===== config.mk =====
export PLATFORM = sky130hd
export DESIGN_NAME = div64_32_flat
export DESIGN_NICKNAME = d
export VERILOG_FILES = /design/src/rtl/div64_32_if.sv /design/src/rtl/div64_32.sv /design/src/flat_wrapper.sv
export SDC_FILE = /design/constraint.sdc
export NUM_CORES = 1
export LEC_CHECK = 0
export CORE_MARGIN = 2
export CORE_UTILIZATION = 55
export DETAILED_ROUTE_END_ITERATION = 8
export GPL_ROUTABILITY_DRIVEN = 0
export HOLD_SLACK_MARGIN = 0.05
export PLACE_DENSITY = 0.75
export SLEW_MARGIN = 20
export SYNTH_ARGS = -nofsm -noshare
export SYNTH_HDL_FRONTEND = slang
export SYNTH_SLANG_ARGS = --single-unit

===== constraint.sdc =====
create_clock -name clk -period 5.9 [get_ports clk]
set_input_delay 1.475 -clock clk [delete_from_list [all_inputs] [get_ports clk]]
set_output_delay 1.475 -clock clk [all_outputs]
set_load 0.05 [all_outputs]

===== src/rtl/div64_32_if.sv =====
// Handshake and data bundle for the 64/32 divider: operands and start in,
// results and status flags out.
interface div64_32_if;
    logic        start;
    logic        mode;
    logic [31:0] hi;
    logic [31:0] lo;
    logic [31:0] d;
    logic [31:0] q;
    logic [31:0] r;
    logic        busy;
    logic        done;
    logic        dz;
    logic        ovf;

    modport master (
        output start, mode, hi, lo, d,
        input  q, r, busy, done, dz, ovf
    );

    modport slave (
        input  start, mode, hi, lo, d,
        output q, r, busy, done, dz, ovf
    );
endinterface


===== src/rtl/div64_32.sv =====
// Sequential 64/32 divider, signed or unsigned, fixed 34-cycle start-to-done latency.
// Restoring radix-2 core on magnitudes, sign and overflow/zero fix-up in a single cycle.
module div64_32 (
    input  logic       clk,
    input  logic       rst,
    div64_32_if.slave  bus
);
    typedef enum logic [1:0] {IDLE, CALC, FIX, DONE} state_t;

    state_t      state_q, state_d;
    logic [4:0]  cnt_q, cnt_d;
    logic [31:0] rem_q, rem_d, quo_q, quo_d, dmag_q, dmag_d, lo_q, lo_d;
    logic        big_q, big_d, mode_q, mode_d, qneg_q, qneg_d, rneg_q, rneg_d;
    logic [31:0] q_q, q_d, r_q, r_d;
    logic        busy_q, busy_d, done_q, done_d, dz_q, dz_d, ovf_q, ovf_d;

    logic [63:0] dvd_in, dvd_mag;
    logic [31:0] d_mag_in;
    logic        dvd_neg, d_neg;
    logic [32:0] trial;
    logic        fits, sovf;

    assign dvd_in   = {bus.hi, bus.lo};
    assign dvd_neg  = bus.mode & bus.hi[31];
    assign d_neg    = bus.mode & bus.d[31];
    assign dvd_mag  = dvd_neg ? (~dvd_in + 64'd1) : dvd_in;
    assign d_mag_in = d_neg ? (~bus.d + 32'd1) : bus.d;

    assign trial = {rem_q, quo_q[31]};
    assign fits  = (trial >= {1'b0, dmag_q});
    // Negative results may reach -2^31, positive ones stop at 2^31-1.
    assign sovf  = qneg_q ? (quo_q > 32'h8000_0000) : quo_q[31];

    always_ff @(posedge clk) begin
        if (rst) begin
            state_q <= IDLE;
        end else begin
            state_q <= state_d;
        end
    end

    always_comb begin
        state_d = state_q;
        case (state_q)
            IDLE:    if (bus.start) state_d = CALC;
            CALC:    if (cnt_q == 5'd31) state_d = FIX;
            FIX:     state_d = DONE;
            DONE:    state_d = IDLE;
            default: state_d = IDLE;
        endcase
    end

    always_comb begin
        cnt_d  = cnt_q;
        rem_d  = rem_q;
        quo_d  = quo_q;
        dmag_d = dmag_q;
        lo_d   = lo_q;
        big_d  = big_q;
        mode_d = mode_q;
        qneg_d = qneg_q;
        rneg_d = rneg_q;
        q_d    = q_q;
        r_d    = r_q;
        dz_d   = dz_q;
        ovf_d  = ovf_q;
        busy_d = (state_d != IDLE);
        // done trails the DONE state by one edge so it lands after edge N+34
        done_d = (state_q == DONE);
        case (state_q)
            IDLE: begin
                if (bus.start) begin
                    mode_d = bus.mode;
                    lo_d   = bus.lo;
                    dmag_d = d_mag_in;
                    rem_d  = dvd_mag[63:32];
                    quo_d  = dvd_mag[31:0];
                    big_d  = (dvd_mag[63:32] >= d_mag_in);
                    qneg_d = dvd_neg ^ d_neg;
                    rneg_d = dvd_neg;
                    cnt_d  = '0;
                end
            end
            CALC: begin
                // remainder stays below 2^32, so 32-bit modular subtract is exact
                rem_d = fits ? (trial[31:0] - dmag_q) : trial[31:0];
                quo_d = {quo_q[30:0], fits};
                cnt_d = cnt_q + 5'd1;
            end
            FIX: begin
                if (dmag_q == '0) begin
                    dz_d  = 1'b1;
                    ovf_d = 1'b0;
                    q_d   = '1;
                    r_d   = lo_q;
                end else if (big_q || (mode_q && sovf)) begin
                    dz_d  = 1'b0;
                    ovf_d = 1'b1;
                    q_d   = '0;
                    r_d   = '0;
                end else begin
                    dz_d  = 1'b0;
                    ovf_d = 1'b0;
                    q_d   = qneg_q ? (~quo_q + 32'd1) : quo_q;
                    r_d   = rneg_q ? (~rem_q + 32'd1) : rem_q;
                end
            end
            default: ;
        endcase
    end

    always_ff @(posedge clk) begin
        if (rst) begin
            cnt_q  <= '0;
            rem_q  <= '0;
            quo_q  <= '0;
            dmag_q <= '0;
            lo_q   <= '0;
            big_q  <= 1'b0;
            mode_q <= 1'b0;
            qneg_q <= 1'b0;
            rneg_q <= 1'b0;
            q_q    <= '0;
            r_q    <= '0;
            busy_q <= 1'b0;
            done_q <= 1'b0;
            dz_q   <= 1'b0;
            ovf_q  <= 1'b0;
        end else begin
            cnt_q  <= cnt_d;
            rem_q  <= rem_d;
            quo_q  <= quo_d;
            dmag_q <= dmag_d;
            lo_q   <= lo_d;
            big_q  <= big_d;
            mode_q <= mode_d;
            qneg_q <= qneg_d;
            rneg_q <= rneg_d;
            q_q    <= q_d;
            r_q    <= r_d;
            busy_q <= busy_d;
            done_q <= done_d;
            dz_q   <= dz_d;
            ovf_q  <= ovf_d;
        end
    end

    assign bus.q    = q_q;
    assign bus.r    = r_q;
    assign bus.busy = busy_q;
    assign bus.done = done_q;
    assign bus.dz   = dz_q;
    assign bus.ovf  = ovf_q;
endmodule


===== src/flat_wrapper.sv =====
// flat-port wrapper written by rule: the top's interface ports become plain ports
module div64_32_flat 
  (clk, rst, bus_start, bus_mode, bus_hi, bus_lo, bus_d, bus_q, bus_r, bus_busy, bus_done, bus_dz, bus_ovf);
  div64_32_if bus_i ();
  input  logic clk;
  input  logic rst;
  input wire logic [$bits(bus_i.start)-1:0] bus_start;
  input wire logic [$bits(bus_i.mode)-1:0] bus_mode;
  input wire logic [$bits(bus_i.hi)-1:0] bus_hi;
  input wire logic [$bits(bus_i.lo)-1:0] bus_lo;
  input wire logic [$bits(bus_i.d)-1:0] bus_d;
  output wire logic [$bits(bus_i.q)-1:0] bus_q;
  output wire logic [$bits(bus_i.r)-1:0] bus_r;
  output wire logic [$bits(bus_i.busy)-1:0] bus_busy;
  output wire logic [$bits(bus_i.done)-1:0] bus_done;
  output wire logic [$bits(bus_i.dz)-1:0] bus_dz;
  output wire logic [$bits(bus_i.ovf)-1:0] bus_ovf;
  assign bus_i.start = bus_start;
  assign bus_i.mode = bus_mode;
  assign bus_i.hi = bus_hi;
  assign bus_i.lo = bus_lo;
  assign bus_i.d = bus_d;
  assign bus_q = bus_i.q;
  assign bus_r = bus_i.r;
  assign bus_busy = bus_i.busy;
  assign bus_done = bus_i.done;
  assign bus_dz = bus_i.dz;
  assign bus_ovf = bus_i.ovf;
  div64_32 u_core (.clk(clk), .rst(rst), .bus(bus_i));
endmodule

==> reports/metrics.yaml <==
routed.top_layer: "met4"
grt_usage_pct: 33.7
final_util_pct: 67.6
place_area_um2: 15700
min_period_ns: 5.22
antenna_cells: 0
setup_slack_ns: 0.678
cts_buffers: 23
ys_seq_area_share_pct: 30.0
status: "finished, final reports clean"
grt_overflow: 0
required_ns: 6.29
ys.flop_type: "dfxtp_1"
synth_area_um2: 13800
ys_warn_count: 0
syn_to_final_growth_pct: 19.7
layout_common_cells: "nand2_1 (210), dfxtp_1 (207), nor2_1 (184), clkdlybuf4s50_1 (166), a21oi_1 (158)"
drc: 0
worst_pin_slew_ns: 1.01
route.met3.wl_um: 3980
end_kind: "flip-flop"
routed_wl_um: 46000
antenna_found_initial: 0
ir_drop_uv: 238
min_path_cells: 2
p_switching_mw: 1.94
die_w_um: 162
final_common_cell: "nand2_1"
power_frac_comb_pct: 36.8
slew_headroom_pct: 32.3
drt_iter0_drc: 1802
design_area_um2: 16500
slew_viol_final: 0
vias: 14300
io_pins: 168
synthSimpleGateAreaFrac_pct: 22.3
holdWs_ns: 0.455
coreArea_um2: 24500
power_mw: 5.29
hold_violations: 0
synth_fp_nets: 1983
yosysUniqueCellTypes: 72
wl_met1_um: 18200
synth-adder-area-share_pct: 6.49
synth_xor_xnor_area_share_pct: 11.3
route.met2.wl_um: 21100
cp.arrival_ns: 5.61
hpwl_um: 34300
cts-root-buf: "clkbuf_16"
wire_per_inst_um: 20.4
synth.avg_cell_area_um2: 7.62
synth_edf_count: 0
cts_hold_buf: 0
skew_ns: 0.00826
hp-class: "reg -> reg"
leakage_nw: 6.21
p_clk_share_pct: 31.0
fin_setup_tns_ns: 0
async_reset_ff_share_pct: 0
ff2ff_setup_slack_ns: 1.53
rsz0062_at_grt: "no"
startpoint_type: "input pin"
clk_pin_slew_ns: 0.06
dr.pass1.iters: 8
ctsLongestPathBuffers: 3
h-tree-depth: 1
r2r_cells: 12
drive_above_1_share_pct: 5.08
pwr_density_cell_nw_per_um2: 320
maxCapViolations: 0
routed_via_density: 6.35
fmaxAchievable_ghz: 0.192
grt_pass1_wl_um: 71100
postSynthCellCount: 1812
die_h_um: 162
intPower_mw: 3.35
netSwitchingFraction_pct: 36.6
seqPwrFrac_pct: 32.1
grt_start_max_net_pins: 145
die_area_um2: 26400
clock-sinks: 207
synth_compound_area_share_pct: 23.5
io_buffers: 167
fin_crit_sh_pct: 88.5
grt_pass1_vias: 13100
placedCellCount: 2212
finalSetupViolCount: 0
muxShareOfSynthArea_pct: 1.47
synth_seq_cells: 207
cts_tree: "built"
synth_top_family_by_area: "compound AO/OA/AOI/OAI gates"
fin_nets: 2084
dp_slack_ns: 0.252
path_max_fanout: 5
cts_setup_buffers: 0
ctsResizeCount: 0
initial_utilization_pct: 56.5
insertion_delay_ns: 0.54
rows: 57
finalNonFillerCells: 2253
ant_nets: 0
critPathKind: "in -> reg"
[sequential cells by signal (all words and copies together) (netlist names), 2 cells and up]
signal / count
u_core.bus.r: 32
u_core.dmag_q: 32
u_core.lo_q: 32
u_core.state_q: 2
u_core.quo_q: 32
u_core.bus.q: 32
u_core.cnt_q: 5
u_core.rem_q: 32
[worst max-delay path, cell delays in order]
cell and delay (ns):
clkdlybuf4s50_1 0.51, or4_4 0.60, nor2_1 0.32, nand2_1 0.08
or3_1 0.45, nor2_1 0.29, a21oi_1 0.13, xor2_1 0.18
ha_1 0.19, a21o_1 0.15, a21o_1 0.16, a21oi_1 0.15
nor3_1 0.06, a2111oi_0 0.35, o21ai_0 0.14, a211oi_1 0.24
a311oi_1 0.11
[metal layers]
| layer | global-route usage (%) | vias up |
|---|---|---|
| li1 | - | 6734 |
| met1 | 43.0 | 6654 |
| met2 | 55.5 | 750 |
| met3 | 4.61 | 167 |
| met4 | 18.0 | 0 |
| met5 | 0 | - |
[synthesized netlist by cell type (2+ instances only)]
cell type | n | area share, %
o211ai_1 | 2 | 0.11
mux2_2 | 2 | 0.16
inv_1 | 63 | 1.7
a21o_1 | 16 | 0.87
buf_2 | 11 | 0.40
and3_1 | 8 | 0.36
xnor2_1 | 110 | 7.0
o22ai_1 | 11 | 0.50
o31ai_1 | 33 | 1.8
dfxtp_1 | 207 | 30
a222oi_1 | 34 | 2.5
nand2_1 | 210 | 5.7
o21bai_1 | 3 | 0.16
nor4_1 | 22 | 1.0
ha_1 | 70 | 6.3
nor3b_1 | 3 | 0.16
or2_2 | 7 | 0.32
o21a_1 | 9 | 0.49
or3_1 | 23 | 1.0
o31a_1 | 2 | 0.13
nor2b_1 | 12 | 0.54
a211oi_1 | 45 | 2.4
a21oi_1 | 158 | 5.7
clkbuf_1 | 103 | 2.8
mux2i_1 | 18 | 1.3
or4_1 | 12 | 0.65
nor2_1 | 187 | 5.1
o221ai_1 | 2 | 0.13
or4_4 | 4 | 0.33
o21ai_0 | 92 | 3.3
nor3_1 | 65 | 2.4
nand2b_1 | 13 | 0.59
a221o_1 | 3 | 0.22
a2111oi_0 | 2 | 0.13
nand4_1 | 15 | 0.68
a22oi_1 | 25 | 1.4
a31oi_1 | 42 | 1.9
nor4_4 | 2 | 0.31
xor2_1 | 68 | 4.3
o41ai_1 | 12 | 0.76
and2_1 | 8 | 0.36
nand3_1 | 48 | 1.7
[final cells by class]
class	count	area (µm²)
fillers	2107	7930
inverters	63	236
clock inverters	10	215
multi-input cells	1426	9010
clock buffers	31	646
repair buffers	192	1870
flip-flops and latches	207	4140
well taps	324	405
[final timing paths]
| check | startpoint | to |
|---|---|---|
| worst max-delay path | bus_lo[10] | u_core.big_q |
| worst min-delay path | u_core.lo_q[31] | u_core.lo_q[31] |
| worst max register to register | u_core.dmag_q[3] | u_core.rem_q[31] |
| worst min register to register | u_core.lo_q[31] | u_core.lo_q[31] |
[logic make-up (layout without fill, tap and decap cells)]
logic type | after synthesis | after routing
AO/OA/AOI/OAI | 504 | 504
XOR/XNOR | 178 | 178
adder cells (fa/ha/maj) | 71 | 71
flip-flops | 207 | 207
AND/OR/NAND/NOR | 653 | 653
multiplexers | 20 | 20
buffers and inverters | 179 | 296
[power groups by stage]
stage	clock network [mW]	logic, mW	registers (mW)
floorplan	0	1.45	1.64
global placement	0	1.86	1.71
CTS	1.65	1.91	1.69
global route	1.71	2.13	1.71
finish	1.64	1.95	1.70
detailed placement	0	1.89	1.72
No activity file was read; power rests on OpenSTA's default activity.
